$ cat config.mk
export PLATFORM = sky130hd
export DESIGN_NAME = det_seq_ctrl
export DESIGN_NICKNAME = d
export VERILOG_FILES = /design/src/rtl/det_seq_pkg.sv /design/src/rtl/det_seq_ctrl_piso_shreg.sv /design/src/rtl/det_seq_ctrl.sv
export SDC_FILE = /design/constraint.sdc
export NUM_CORES = 1
export LEC_CHECK = 0
export ABC_AREA = 1
export CELL_PAD_IN_SITES_DETAIL_PLACEMENT = 1
export CELL_PAD_IN_SITES_GLOBAL_PLACEMENT = 2
export CORE_MARGIN = 2
export CORE_UTILIZATION = 31
export CTS_BUF_LIST = sky130_fd_sc_hd__clkbuf_4 sky130_fd_sc_hd__clkbuf_8
export CTS_CLUSTER_SIZE = 8
export DETAILED_ROUTE_END_ITERATION = 6
export PLACE_DENSITY = 0.85
export SLEW_MARGIN = 25
export SYNTH_ARGS = -nofsm -noshare
export SYNTH_HDL_FRONTEND = slang
export SYNTH_HIERARCHICAL = 1
export SYNTH_SLANG_ARGS = --single-unit
$ cat constraint.sdc
create_clock -name clk -period 3.3 [get_ports clk]
set_input_delay 0.66 -clock clk [delete_from_list [all_inputs] [get_ports clk]]
set_output_delay 0.66 -clock clk [all_outputs]
set_load 0.05 [all_outputs]
$ cat src/rtl/det_seq_pkg.sv
// Shared definitions for the serial pattern-detector sequencer.
package det_seq_pkg;

    typedef enum logic [2:0] {
        S_IDLE  = 3'd0,
        S_CLEAR = 3'd1,
        S_SHIFT = 3'd2,
        S_DRAIN = 3'd3,
        S_DONE  = 3'd4
    } state_e;

    // Bits needed to encode values 0..v-1.
    function automatic int unsigned clog2_u(input int unsigned v);
        return int'($clog2(v));
    endfunction

endpackage

$ cat src/rtl/det_seq_ctrl_piso_shreg.sv
// Parallel-load, shift-left register exposing its MSB for serialisation.
module piso_shreg #(
    parameter int unsigned WIDTH = 8
) (
    input  logic             clk,
    input  logic             rst,
    input  logic             load,
    input  logic             shift,
    input  logic [WIDTH-1:0] din,
    output logic             msb
);

    logic [WIDTH-1:0] data_q;
    logic [WIDTH-1:0] data_d;

    always_comb begin
        data_d = data_q;
        if (load) begin
            data_d = din;
        end else if (shift) begin
            data_d = {data_q[WIDTH-2:0], 1'b0};
        end
    end

    always_ff @(posedge clk) begin
        if (rst) begin
            data_q <= '0;
        end else begin
            data_q <= data_d;
        end
    end

    assign msb = data_q[WIDTH-1];

endmodule

$ cat src/rtl/det_seq_ctrl.sv
// Sequencer: clears the detector, shifts a word into it MSB first and
// collects hit count and first-hit index from its Moore output.
module det_seq_ctrl
    import det_seq_pkg::*;
#(
    parameter  int unsigned WIDTH = 8,
    localparam int unsigned CNT_W = clog2_u(WIDTH + 1),
    localparam int unsigned IDX_W = clog2_u(WIDTH)
) (
    input  logic             clk,
    input  logic             Re,
    input  logic             start,
    input  logic [WIDTH-1:0] pattern,
    output logic             det_rst,
    output logic             det_w,
    input  logic             det_z,
    output logic             busy,
    output logic             done,
    output logic [CNT_W-1:0] hits,
    output logic             found,
    output logic [IDX_W-1:0] first_idx
);

    state_e           state_q, state_d;
    logic [IDX_W-1:0] k_q, k_d;
    logic [CNT_W-1:0] hits_q, hits_d;
    logic             found_q, found_d;
    logic [IDX_W-1:0] first_idx_q, first_idx_d;

    logic             load;
    logic             shift;
    logic             sample;
    logic [IDX_W-1:0] sample_idx;
    logic             sr_msb;

    piso_shreg #(.WIDTH(WIDTH)) u_shreg (
        .clk   (clk),
        .rst   (Re),
        .load  (load),
        .shift (shift),
        .din   (pattern),
        .msb   (sr_msb)
    );

    always_comb begin
        state_d     = state_q;
        k_d         = k_q;
        hits_d      = hits_q;
        found_d     = found_q;
        first_idx_d = first_idx_q;
        load        = 1'b0;
        shift       = 1'b0;
        sample      = 1'b0;
        sample_idx  = '0;

        case (state_q)
            S_IDLE: begin
                if (start) begin
                    load        = 1'b1;
                    hits_d      = '0;
                    found_d     = 1'b0;
                    first_idx_d = '0;
                    state_d     = S_CLEAR;
                end
            end
            S_CLEAR: begin
                k_d     = '0;
                state_d = S_SHIFT;
            end
            S_SHIFT: begin
                shift = 1'b1;
                // z seen at k reflects the bit driven at k-1; k=0 still shows reset
                if (k_q != '0) begin
                    sample     = 1'b1;
                    sample_idx = k_q - IDX_W'(1);
                end
                if (k_q == IDX_W'(WIDTH - 1)) begin
                    state_d = S_DRAIN;
                end else begin
                    k_d = k_q + IDX_W'(1);
                end
            end
            S_DRAIN: begin
                sample     = 1'b1;
                sample_idx = IDX_W'(WIDTH - 1);
                state_d    = S_DONE;
            end
            S_DONE: begin
                state_d = S_IDLE;
            end
            default: begin
                state_d = S_IDLE;
            end
        endcase

        if (sample && det_z) begin
            hits_d = hits_q + CNT_W'(1);
            if (!found_q) begin
                found_d     = 1'b1;
                first_idx_d = sample_idx;
            end
        end
    end

    always_ff @(posedge clk) begin
        if (Re) begin
            state_q     <= S_IDLE;
            k_q         <= '0;
            hits_q      <= '0;
            found_q     <= 1'b0;
            first_idx_q <= '0;
        end else begin
            state_q     <= state_d;
            k_q         <= k_d;
            hits_q      <= hits_d;
            found_q     <= found_d;
            first_idx_q <= first_idx_d;
        end
    end

    assign det_rst   = Re | (state_q == S_CLEAR);
    assign det_w     = (state_q == S_SHIFT) & sr_msb;
    assign busy      = (state_q == S_CLEAR) | (state_q == S_SHIFT) | (state_q == S_DRAIN);
    assign done      = (state_q == S_DONE);
    assign hits      = hits_q;
    assign found     = found_q;
    assign first_idx = first_idx_q;

endmodule

==> results of run 1 <==
-- cell families (layout without fill, tap and decap cells) --
family                   after synthesis  in the layout  synth area share (%)
buffers and inverters                 33             57                  11.3
AND/OR/NAND/NOR                       98             98                  40.5
adder cells (fa/ha/maj)                6              6                  6.03
flip-flops                            22             22                  35.4
AO/OA/AOI/OAI                         16             16                  6.83
-- power breakdown --
part           switching (W)  internal, W  leakage (nW)
clock              0.0000895     0.000106        0.0288
sequential         0.0000167     0.000282         0.179
combinational       0.000106    0.0000584         0.508
total               0.000212     0.000447         0.716
-- sequential cells by signal, indices dropped and copies added, names as in the netlist --
| name | flops |
|---|---|
| u_shreg/data_q | 8 |
| hits | 4 |
| first_idx | 3 |
| k_q | 3 |
| state_q | 3 |
| found | 1 |
-- critical path, stage by stage, from the launching register on --
cell             delay (ns)
dfxtp_1                0.40
nor2_4                 0.25
nand2_2                0.12
nor2_1                 0.11
clkdlybuf4s50_1        0.81
-- cells in the final DEF, fill, tap and decap left out, types with 5 or more instances in the layout --
cell type | synthesis | routed
inv_2 | 5 | 5
dfxtp_1 | 22 | 22
inv_1 | 23 | 23
nor2_1 | 17 | 17
a21oi_1 | 11 | 11
nand3_1 | 20 | 20
ha_1 | 6 | 6
nand2_1 | 41 | 41
clkdlybuf4s50_1 | 0 | 22
-- path summary, 6_finish.rpt --
check,startpoint,endpoint,slack [ns]
max,state_q[0],det_w,0.70
min,u_shreg/data_q[6],u_shreg/data_q[6],0.47
max reg2reg,k_q[0],first_idx[0],1.66
min reg2reg,u_shreg/data_q[6],u_shreg/data_q[6],0.47
-- through the flow --
stage	setup slack, ns	utilization, %	cells	cell area, um2	power [W]
floorplan	1.10	-	175	1240	0.000425
global placement	0.907	38.3	245	1510	0.000467
detailed placement	0.879	38.3	245	1510	0.000471
CTS	0.679	39.7	249	1570	0.000670
global route	0.570	39.7	249	1570	0.000698
finish	0.697	39.7	249	1570	0.000658
-- cell type report --
type                            count  area (um2)  share of cell area [%]
Multi-Input combinational cell    120         664                    42.4
Sequential cell                    22         440                    28.1
Tap cell                           50        62.6                    3.99
Inverter                           29         109                    6.95
Clock buffer                        4        55.1                    3.51
Timing Repair Buffer               24         235                    15.0
-- layer usage --
layer,wire length [um],vias to the layer above
met3,60,2
met5,0,-
met2,1590,11
met1,1390,531
li1,-,596
met4,18,0
==> impl_metrics.csv, run 1 <==
group,metric,value,unit
worst_setup_path,worstPathArrival,1.94,ns
logic_synthesis,yosysTopAreaCellShare,35.4,%
global_routing,grt.total_usage,15.8,%
global_routing,grt_pass1_vias,1239,
logic_synthesis,ys_ff_latch,22,
timing,finalCritPeriodShare,78.9,%
timing,rsz0062_at_grt,"false",
clock_tree,cts_buffers,3,
hold_path,whs_path_depth,2,
routing,vias,1140,
worst_setup_path,crit_path_end_kind,"primary output",
global_routing,grt_max_degree,15,
floorplanning,dieWidth,67.4,um
worst_setup_path,cp-start-kind,"register",
finish,antenna_cells,0,
timing,setup_tns,0,ns
clock_tree,clock-sinks,22,
logic_synthesis,synth_edf_count,0,
power,p_leak,0.716,nW
worst_setup_path,cp_max_fo,6,
timing,clock_skew,0.00160,ns
timing,whs,0.470,ns
clock_tree,cts_setup_buffers,0,
logic_synthesis,synth_area,1240,um2
logic_synthesis,ys_async_sr_fraction,0,%
finish,syn2layout_area_growth,25.8,%
routing,wl_per_cell,12.3,um
power,p_per_area,420,nW/um2
global_routing,met3_usage,1.50,%
clock_tree,cts.htree.levels,1,
outcome,status,"finished clean",
logic_synthesis,yosysMostFrequentCell,"nand2_1",
timing,worstMarginPinSlew,0.498,ns
clock_tree,clkSlewWorstSetupHoldPaths,0.08,ns
global_routing,grt_use_met2,29.6,%
floorplanning,start_util,31.6,%
worst_setup_path,crit_type,"reg2out",
global_routing,top_usage_layer,"met2",
clock_tree,postCtsHoldBufs,0,
routing,routed_wl,3.06,mm
routing,ant_nets,0,
clock_tree,worstSkewPairLatency,0.26,ns
placed_design,place_congestion,0.782,
routing,via_per_inst,4.58,
timing,period_needed,2.60,ns
global_routing,grtUsageMet1,19.0,%
power,ir_drop,172,uV
logic_synthesis,synth_warnings,6,
flow_run,drv_cap,0,
logic_synthesis,yosys.area.top_type,"dfxtp_1",
logic_synthesis,synth_nets,193,
logic_synthesis,ys_seq_area_share,35.4,%
routing,drt_iter0_drc,39,
timing,maxSlewHeadroom,66.7,%
logic_synthesis,syn_inst,175,
worst_setup_path,cp.required,2.64,ns
logic_synthesis,synth.cells.most_frequent,"nand2_1, inv_1, dfxtp_1, nand3_1, nor2_1",
global_routing,grt_pass1_wl,5.49,mm
routing,drc,0,
clock_tree,clk_path_buf_depth,2,
logic_synthesis,ys.flop_type,"dfxtp_1",
finish,drive_gt1_share,13.1,%
floorplanning,num_io_pins,24,
worst_setup_path,r2r_cells,9,
logic_synthesis,synthTopCellsByArea,"dfxtp_1, nand2_1, nand3_1",
routing,drt_pass1_iterations,4,
clock_tree,cts_tree,"yes",
timing,drv_slew,0,
timing,fmax,384,MHz
hold_path,holdCritPathClass,"reg2reg",
floorplanning,rows,23,
timing,finalSetupViolations,0,
floorplanning,core,3940,um2
global_routing,antenna_found_initial,0,
clock_tree,clockRootBuffer,"clkbuf_8",
placed_design,dp_hpwl,2.41,mm
floorplanning,dieArea,4540,um2
clock_tree,post_cts_resize_count,0,
logic_synthesis,syn_area_per_cell,7.11,um2
timing,hold_viol,0,
finish,num-nets-final,218,
floorplanning,fp.dieH,67.4,um
global_routing,overflow,0,
placed_design,io_buffers,23,
logic_synthesis,synth.distinct_cells,26,
finish,num-fill-cells,493,
Note: power is estimated with default switching activity, not from simulation.
==> run 2, diff against run 1 <==
Settings changed: CORE_UTILIZATION 31 to 26, PLACE_DENSITY 0.85 to 0.76.
Clock period 3.3 ns to 2.2 ns, I/O delays scaled along.
==> impl_metrics.csv, run 2 (synthesis gave the netlist of run 1 again) <==
group,metric,value,unit
outcome,status,"finished clean",
worst_setup_path,path_cells,"clkdlybuf4s50_1",
finish,regMostFlops,"u_shreg/data_q",
worst_setup_path,slowest_delay,0.84,ns
timing,rsz0062_at_grt,"false",
routing,drc,0,
routing,drt_iter0_drc,59,
global_routing,grt.total_usage,12.6,%
timing,worstMarginPinSlew,0.494,ns
worst_setup_path,slowest_stage,"clkdlybuf4s50_1",
hold_path,holdCritPathClass,"reg2reg",
clock_tree,worstSkewPairLatency,0.26,ns
worst_setup_path,crit_type,"reg2out",
finish,largest_reg_flops,8,
clock_tree,cts_setup_buffers,0,
routing,drt_pass1_iterations,4,
timing,clock_skew,0.00344,ns
routing,via_per_inst,4.60,
finish,syn2layout_area_growth,26.5,%
floorplanning,dieWidth,73.2,um
clock_tree,clockRootBuffer,"clkbuf_8",
worst_setup_path,worstPathArrival,1.53,ns
global_routing,antenna_found_initial,0,
finish,num-fill-cells,592,
timing,period_needed,1.97,ns
finish,layout_commonest_cell,"nand2_1",
finish,antenna_cells,0,
floorplanning,num_io_pins,24,
floorplanning,rows,25,
routing,routed_wl,3.21,mm
worst_setup_path,cp.required,1.76,ns
timing,setup_tns,0,ns
routing,ant_nets,0,
worst_setup_path,cp-start-kind,"register",
worst_setup_path,critical_path.top_delay_family,"buffers and inverters",
worst_setup_path,crit_path_end_kind,"primary output",
floorplanning,fp.dieH,73.2,um
placed_design,place_congestion,0.717,
routing,vias,1158,
clock_tree,cts_tree,"yes",
timing,finalCritPeriodShare,89.7,%
clock_tree,postCtsHoldBufs,0,
floorplanning,start_util,26.7,%
timing,drv_slew,0,
finish,num-nets-final,218,
finish,drive_gt1_share,14.1,%
power,p_per_area,608,nW/um2
timing,finalSetupViolations,0,
worst_setup_path,rrSetupSlack,0.57,ns
worst_setup_path,critPathBufInv,1,
clock_tree,post_cts_resize_count,0,
clock_tree,clk_path_buf_depth,2,
clock_tree,clock-sinks,22,
finish,final_cell_mix,"nand2_1, inv_1, dfxtp_1",
global_routing,grt_max_degree,14,
power,p_leak,0.721,nW
placed_design,io_buffers,23,
global_routing,overflow,0,
timing,fmax,507,MHz
floorplanning,dieArea,5360,um2
placed_design,dp_hpwl,2.51,mm
clock_tree,cts_buffers,3,
routing,wl_per_cell,12.7,um
finish,utilization,33.8,%
clock_tree,cts.htree.levels,1,
power,ir_drop,280,uV
global_routing,grt_pass1_wl,5.34,mm
global_routing,grt_pass1_vias,1160,
clock_tree,clkSlewWorstSetupHoldPaths,0.08,ns
timing,hold_viol,0,
floorplanning,core,4660,um2
timing,maxSlewHeadroom,67.0,%
worst_setup_path,cp_max_fo,6,
flow_run,drv_cap,0,
run 2: cell types whose count changed in the layout (fill, tap and decap cells not counted):
cell             delta
clkdlybuf4s50_1     -3
clkbuf_8            -1
buf_12              +2
buf_4               +1
run 2: area by class of cell:
type	instances	area [um2]	share of cell area, %
repair buffers	24	253	16.0
clock buffers	3	41.3	2.62
well taps	54	67.6	4.29
inverters	29	109	6.91
multi-input cells	120	664	42.2
flip-flops and latches	22	440	28.0
run 2: per-layer routing:
layer / up-vias / part of all wire, % / GRT usage (%) / routed length (um)
met5: - / 0 / 0 / 0
met4: 0 / 0.97 / 4.94 / 31
met3: 2 / 2.0 / 0.829 / 63
met2: 12 / 47 / 20.7 / 1520
met1: 548 / 50 / 17.0 / 1590
li1: 596 / - / - / -
run 2: report_power, final:
part	switching (W)	leakage (nW)	internal [W]
Combinational	0.000162	0.521	0.0000916
Clock	0.000133	0.0216	0.000122
Sequential	0.0000267	0.179	0.000423
run 2: path summary, 6_finish.rpt:
check                                  startpoint                 to  cells past startpoint
worst max-delay path                      hits[0]            hits[0]                      1
worst min register to register  u_shreg/data_q[6]  u_shreg/data_q[6]                      2
worst max register to register             k_q[0]       first_idx[0]                      9
worst min-delay path            u_shreg/data_q[6]  u_shreg/data_q[6]                      2
run 2: stage by stage:
step / worst slack (ns) / area, um2 / total power [W] / std cells / hold WS (ns)
floorplan: 0.221 / 1240 / 0.000637 / 175 / 0.433
global placement: 0.348 / 1530 / 0.000707 / 249 / 0.458
detailed placement: 0.326 / 1530 / 0.000715 / 249 / 0.467
CTS: 0.203 / 1580 / 0.000980 / 252 / 0.480
global route: 0.164 / 1580 / 0.00102 / 252 / 0.519
finish: 0.226 / 1580 / 0.000958 / 252 / 0.471
